File: config.mk
export PLATFORM = sky130hd
export DESIGN_NAME = spi_prog_master
export DESIGN_NICKNAME = d
export VERILOG_FILES = /design/src/rtl/spi_prog_master.sv
export SDC_FILE = /design/constraint.sdc
export NUM_CORES = 1
export LEC_CHECK = 0
export ABC_AREA = 1
export BUFFER_PORTS_ARGS = -buffer_cell sky130_fd_sc_hd__buf_2
export CAP_MARGIN = 20
export CORE_MARGIN = 4
export CORE_UTILIZATION = 29
export CTS_BUF_LIST = sky130_fd_sc_hd__clkbuf_4 sky130_fd_sc_hd__clkbuf_8
export CTS_CLUSTER_SIZE = 8
export DETAILED_ROUTE_END_ITERATION = 6
export PLACE_DENSITY_LB_ADDON = 0.3
export SETUP_SLACK_MARGIN = 0.1
export SYNTH_ARGS = -nofsm -noshare
export SYNTH_HDL_FRONTEND = slang
export SYNTH_SLANG_ARGS = --single-unit
File: constraint.sdc
create_clock -name clk -period 1.57 [get_ports clk]
set_input_delay 0.157 -clock clk [delete_from_list [all_inputs] [get_ports clk]]
set_output_delay 0.157 -clock clk [all_outputs]
set_load 0.005 [all_outputs]
File: src/rtl/spi_prog_master.sv
// Host-side programmer for the processor's serial load/run port: shifts {data, addr} frames
// LSB first under the cache chip-selects and holds the run encoding. Optional run watchdog: RUN_TIMEOUT_EN.
module spi_prog_master #(
    parameter int GAP_CYCLES     = 1,
    parameter int TIMEOUT_CYCLES = 1024
) (
    input  logic       clk,
    input  logic       rst,
    input  logic       cmd_valid,
    output logic       cmd_ready,
    input  logic [1:0] cmd_op,
    input  logic [3:0] cmd_addr,
    input  logic [7:0] cmd_data,
    input  logic       proc_done_in,
    output logic [1:0] sel_out,
    output logic       mosi_out,
    output logic       busy_out,
    output logic       run_done_out,
    output logic       run_timeout_out
);

    typedef enum logic [1:0] {
        S_IDLE,
        S_SHIFT,
        S_GAP,
        S_RUN
    } state_t;

    localparam int GAP_W = (GAP_CYCLES > 1) ? $clog2(GAP_CYCLES) : 1;

    state_t           r_state;
    logic [1:0]       r_sel;
    logic             r_mosi;
    logic [10:0]      r_shift;
    logic [3:0]       r_bit_cnt;
    logic [GAP_W-1:0] r_gap_cnt;
    logic             r_ack;
    logic             r_run_done;
    logic             w_run_complete;
    logic             w_run_expired;

    assign w_run_complete = r_ack && proc_done_in;

`ifdef RUN_TIMEOUT_EN
    localparam int TO_W = $clog2(TIMEOUT_CYCLES + 1);
    localparam logic [TO_W-1:0] TO_LIMIT = TO_W'(TIMEOUT_CYCLES);

    logic [TO_W-1:0] r_to_cnt;
    logic            r_run_timeout;

    assign w_run_expired   = (r_state == S_RUN) && (r_to_cnt == TO_LIMIT);
    assign run_timeout_out = r_run_timeout;

    // Counts cycles spent in RUN; cleared whenever the block is anywhere else.
    always_ff @(posedge clk) begin
        if (rst) begin
            r_to_cnt      <= '0;
            r_run_timeout <= 1'b0;
        end else begin
            r_run_timeout <= (r_state == S_RUN) && !w_run_complete && w_run_expired;
            if (r_state != S_RUN) begin
                r_to_cnt <= '0;
            end else if (r_to_cnt != TO_LIMIT) begin
                r_to_cnt <= r_to_cnt + 1'b1;
            end
        end
    end
`else
    assign w_run_expired   = 1'b0;
    assign run_timeout_out = 1'b0;
`endif

    assign cmd_ready    = (r_state == S_IDLE);
    assign busy_out     = ~cmd_ready;
    assign mosi_out     = r_mosi;
    assign run_done_out = r_run_done;

    // Run is released in the very cycle the processor reports idle again, so its
    // idle state never sees the run encoding on the following edge.
    always_comb begin
        sel_out = r_sel;
        if (r_state == S_RUN) begin
            sel_out = (w_run_complete || w_run_expired) ? 2'b00 : 2'b11;
        end
    end

    always_ff @(posedge clk) begin
        if (rst) begin
            r_state    <= S_IDLE;
            r_sel      <= 2'b00;
            r_mosi     <= 1'b0;
            r_shift    <= '0;
            r_bit_cnt  <= '0;
            r_gap_cnt  <= '0;
            r_ack      <= 1'b0;
            r_run_done <= 1'b0;
        end else begin
            r_run_done <= 1'b0;
            case (r_state)
                S_IDLE: begin
                    if (cmd_valid) begin
                        case (cmd_op)
                            2'b00, 2'b01: begin
                                r_state   <= S_SHIFT;
                                r_sel     <= (cmd_op == 2'b00) ? 2'b01 : 2'b10;
                                r_mosi    <= cmd_addr[0];
                                r_shift   <= {cmd_data, cmd_addr[3:1]};
                                r_bit_cnt <= '0;
                            end
                            2'b10: begin
                                r_state <= S_RUN;
                                r_ack   <= 1'b0;
                            end
                            default: begin
                                r_state <= S_IDLE;
                            end
                        endcase
                    end
                end
                S_SHIFT: begin
                    if (r_bit_cnt == 4'd11) begin
                        r_state   <= S_GAP;
                        r_sel     <= 2'b00;
                        r_mosi    <= 1'b0;
                        r_bit_cnt <= '0;
                        r_gap_cnt <= '0;
                    end else begin
                        r_bit_cnt <= r_bit_cnt + 1'b1;
                        r_mosi    <= r_shift[0];
                        r_shift   <= {1'b0, r_shift[10:1]};
                    end
                end
                S_GAP: begin
                    if (r_gap_cnt == GAP_W'(GAP_CYCLES - 1)) begin
                        r_state <= S_IDLE;
                    end else begin
                        r_gap_cnt <= r_gap_cnt + 1'b1;
                    end
                end
                S_RUN: begin
                    if (!proc_done_in) begin
                        r_ack <= 1'b1;
                    end
                    if (w_run_complete || w_run_expired) begin
                        r_state    <= S_IDLE;
                        r_run_done <= 1'b1;
                    end
                end
                default: begin
                    r_state <= S_IDLE;
                end
            endcase
        end
    end

endmodule

Yosys cells after proc, flatten, opt, wreduce, memory -nomap -nowiden
Index checks and enable logic that the tools add are counted.
{ "op_classes": {"n_addsub": 2, "n_reduce_logical": 14, "bitwise": 2, "n_mux": 33, "order_cmp": 0, "n_eq_ne": 14, "n_div": 0, "shifts": 0, "multipliers": 0} }
{ "op_table": {"columns": ["operator", "n"], "rows": [
  ["2-to-1 mux 11 bit", 3],
  ["one-hot mux 11 bit (2 select lines)", 1],
  ["2-to-1 mux 2 bit", 10],
  ["AND reduction 4 bit", 4],
  ["2-to-1 mux 4 bit", 3],
  ["!= test 2 bit, second input constant", 6],
  ["2-to-1 mux 1 bit", 9],
  ["one-hot mux 2 bit (2 select lines)", 2],
  ["one-hot mux 2 bit (4 select lines)", 1],
  ["one-hot mux 4 bit (2 select lines)", 1],
  ["== test 2 bit, second input constant", 3],
  ["one-hot mux 1 bit (2 select lines)", 3],
  ["nonzero test 2 bit", 3],
  ["adder 4 x 1 -> 4 bit, second input constant", 1],
  ["== test 2 x 1 -> 1 bit, second input constant", 2],
  ["== test 4 bit, second input constant", 1],
  ["zero test 2 bit", 2],
  ["!= test 2 x 1 -> 1 bit, second input constant", 2],
  ["OR reduction 2 bit", 2],
  ["AND reduction 3 bit", 1],
  ["NOT 1 bit", 2],
  ["AND reduction 2 bit", 1],
  ["adder 1 bit, second input constant", 1],
  ["logical AND 1 bit", 1]
]} }
{ "totals": {"n_memories": 0, "rom_bits": 0, "word_cells": 73, "input_bits": 18, "register_bits": 23, "output_inout_bits": 7, "ram_bits": 0, "latch_bits": 0} }

Depth between registers and ports, before layout
{ "logic_depth": {"word_depth": 5, "mapped_depth": 10, "mapped_depth_nobuf": 9} }

Least setup slack after synthesis
OpenSTA, ideal clock, no wires.
{ "synth_path": {"path_type": "reg2reg", "from": "register r_bit_cnt[0]", "to": "register r_shift[0]", "path_slack_ns": 0.326, "t_required_ns": 1.457, "setup_time_ns": 0.113, "arrival_ns": 1.131, "path_buffers": 1, "period_less_slack_ns": 1.244, "path_stages_with_launch": 8, "cell_sequence": "dfxtp_1 -> ha_1 -> nand3_1 -> nor2_1 -> nor2_4 -> buf_6 -> nor2_1 -> nor2_1"} }
{ "synth_between": {"elab_chain_len": 3} }
{ "synth_rtl": {"columns": ["element", "line", "text"], "rows": [
  ["from (decl)", "35", "logic [3:0] r_bit_cnt;"],
  ["from (signal assigned)", "128", "r_bit_cnt <= r_bit_cnt + 1'b1;"],
  ["== test 4 bit", "121", "if (r_bit_cnt == 4'd11) begin"],
  ["!= test 2 bit (no line)", null, null],
  ["AND reduction 4 bit (no line)", null, null],
  ["to (signal assigned)", "107", "r_shift <= {cmd_data, cmd_addr[3:1]};"],
  ["to (signal assigned)", "130", "r_shift <= {1'b0, r_shift[10:1]};"],
  ["to (decl)", "34", "logic [10:0] r_shift;"]
]} }
No other way between the ends.
A chain may end at the register's enable or synchronous reset.

Worst setup path in the final report
{ "layout_path": {"from": "register r_bit_cnt[0]", "to": "register r_shift[6]"} }
The elaborated chain is that of the path after synthesis.

==> results.txt <==
Drt wl/cell: 9.31 µm
CTS Sinks: 22
Final net count: 237
FF-to-FF Start: r_bit_cnt[0]
Post-synth cell types: 21
Post-Syn Instances: 194
Hold Crit Class: in2reg
PostCTS Resize Cnt: 0
Synth Area in Adders: 1.03%
Final Slew Violations: 0
CTS tree: done
Die area: 5270 µm²
Fill count: 483
Post-Synth Simple-Gate Area: 45.0%
Critical R2R Capture: r_shift[6]
Drt drc: 0
Worst reg2reg path depth: 8
Clock root cell: clkbuf_8
Tcrit/Tclk final: 85.0%
Reg-to-reg slack, setup: 0.24 ns
Dpl hpwl: 1870 µm
Status: completed
Commonest non-fill, non-tap cell in the layout: nand2_1
Worst path bufs/invs: 1
CP max stage delay: 0.36 ns
Synth Area in XOR/XNOR: 0%
Max Cap Viol: 0
Setup TNS: 0 ns
Die width: 72.6 µm
Crit. Startpoint: r_bit_cnt[0]
Area delta synth->final: 16.6%
Antenna violations before repair: 0
GPL Wtd Cong: 0.802
Clock buffer depth: 2
ANT nets after route: 0
Compound-Gate Fraction of Synth Area: 5.48%
CP cell instances: ha_1 -> nand3_2 -> nor2_2 -> nor2_4 -> buf_12 -> nand2_1 -> nand2_1 -> nor2_1
DP Worst Slack: 0.197 ns
Main combinational cell family by area after synthesis: simple AND/OR/NAND/NOR gates
Cell Pwr Density: 1090 nW/µm²
Diodes inserted: 0
Core Util, Final: 35.1%
Largest net degree at the start of global routing: 21
Die height: 72.6 µm
Setup WS post-layout: 0.236 ns
Site Rows: 23
Lkg Pwr: 0.000743 µW
Crit Path Class: reg2reg
Final non-filler cell total: 266
Cell total after placement: 263
CP endpoint: r_shift[6]
Worst Path Max Fanout: 20
Layout cells sized above 1: 19.0%
Core area: 4030 µm²
Post-synthesis sequential area ratio: 36.4%
Total track usage: 10.1%
DR iter-0 viols: 66
Number of global-route vias before repair: 1,001
Remaining Overflow, GRT: 0
Crit path arrival time: 1.53 ns
Via Count: 1,123
CTS hold repair buffers: 0
Mux contribution to synthesized area: 0%
Worst vdd ir: 293 µV
Most frequent cells in the layout: nand2_1 (77), nor2_1 (31), buf_2 (23)
RSZ-0062 raised after global routing: false
Worst-path clk slew: 0.07 ns
Setup crit start kind: flip-flop
TritonCTS Buffers: 3
Top cell by count, worst path: nand2_1
Final instance area: 1410 µm²
Port-buffer cells: 23
Synth Warn #: 0
CP Capture Type: flip-flop
DRT Pass-1 Iters: 4
# H-tree levels: 1
Clock Skew: 0.00210 ns
Critical Path RT: 1.77 ns
Post-placement cell area: 1360 µm²
Initial Util: 30.1%
IO Pins: 25
Fmax: 0.749 GHz
Postcts setup bufs: 0
Via/cell ratio: 4.22
Clk_lat worst skew: 0.25 ns
First-pass GRT wire length: 4230 µm
Minimum clock period after layout: 1.33 ns
Final WL: 2480 µm
Post-Syn Area: 1210 µm²
Final Setup Violations: 0
CP delay by family, top: simple AND/OR/NAND/NOR gates
Syn avg cell area: 6.24 µm²
Fin. Hold Viols: 0
Syn nets: 213
Critical path depth in cells: 8
Yosys reg bits: 22
CP max stage cell: dfxtp_1
[Yosys cell counts]
cell | n | area, µm²
nor3_1 | 4 | 20.0
nor2_4 | 2 | 22.5
nor2_1 | 32 | 120
nand2_1 | 77 | 289
o32ai_1 | 1 | 8.76
nand4_1 | 2 | 12.5
clkbuf_1 | 1 | 3.75
nand3_1 | 7 | 35.0
buf_6 | 3 | 33.8
nand2_2 | 1 | 6.26
ha_1 | 1 | 12.5
nand2_4 | 3 | 33.8
inv_1 | 19 | 71.3
buf_4 | 3 | 22.5
inv_2 | 3 | 11.3
or2_2 | 1 | 6.26
conb_1 | 1 | 3.75
a21oi_1 | 5 | 25.0
o21bai_1 | 1 | 7.51
dfxtp_1 | 22 | 440
o21ai_0 | 5 | 25.0
[where the power goes]
part	internal (µW)	switching [µW]
clock	171	168
sequential	638	51.9
combinational	205	310
[worst min-delay path by stage]
| stage | from | to | depth (start not counted) |
|---|---|---|---|
| 2_1_floorplan | proc_done_in | r_ack | 1 |
| 3_3_place_gp | proc_done_in | r_ack | 2 |
| 3_5_place_dp | proc_done_in | r_ack | 2 |
| 4_1_cts | proc_done_in | r_ack | 2 |
| 5_1_grt | proc_done_in | r_ack | 2 |
| 6_report | proc_done_in | r_ack | 2 |
[flip-flops by register name (all words and copies together), names as in the netlist]
| register | cells |
|---|---|
| r_sel | 2 |
| run_done_out | 1 |
| r_shift | 11 |
| mosi_out | 1 |
| r_state | 2 |
| r_ack | 1 |
| r_bit_cnt | 4 |
[final cells by class]
| class | instances | area, µm² | area share (%) |
|---|---|---|---|
| Sequential cell | 22 | 440 | 31.2 |
| Clock buffer | 3 | 41.3 | 2.92 |
| Multi-Input combinational cell | 143 | 636 | 45.0 |
| Tap cell | 50 | 62.6 | 4.43 |
| Timing Repair Buffer | 26 | 150 | 10.6 |
| Inverter | 22 | 82.6 | 5.85 |
[kinds of logic (layout without fill, tap and decap cells)]
kind of cell               after synthesis  in the layout
adders and majority gates                1              1
DFF                                     22             22
AOI/OAI and AO/OA                       12             12
buffers and inverters                   29             51
other                                    1              1
and+or+nand+nor                        129            129
[through the flow]
step	power (µW)	hold WS, ns
6_report	1540	0.110
5_1_grt	1680	0.127
4_1_cts	1570	0.105
3_5_place_dp	1230	0.389
3_3_place_gp	1220	0.381
2_1_floorplan	1110	0.276
[layer usage]
layer	vias up	track usage (%)	share of wire, %
met5	-	0	0
met4	0	5.53	1.7
met3	2	1.65	3.1
met2	12	15.9	46
met1	480	13.0	49
li1	629	-	-
No activity file was read; power rests on OpenSTA's default activity.
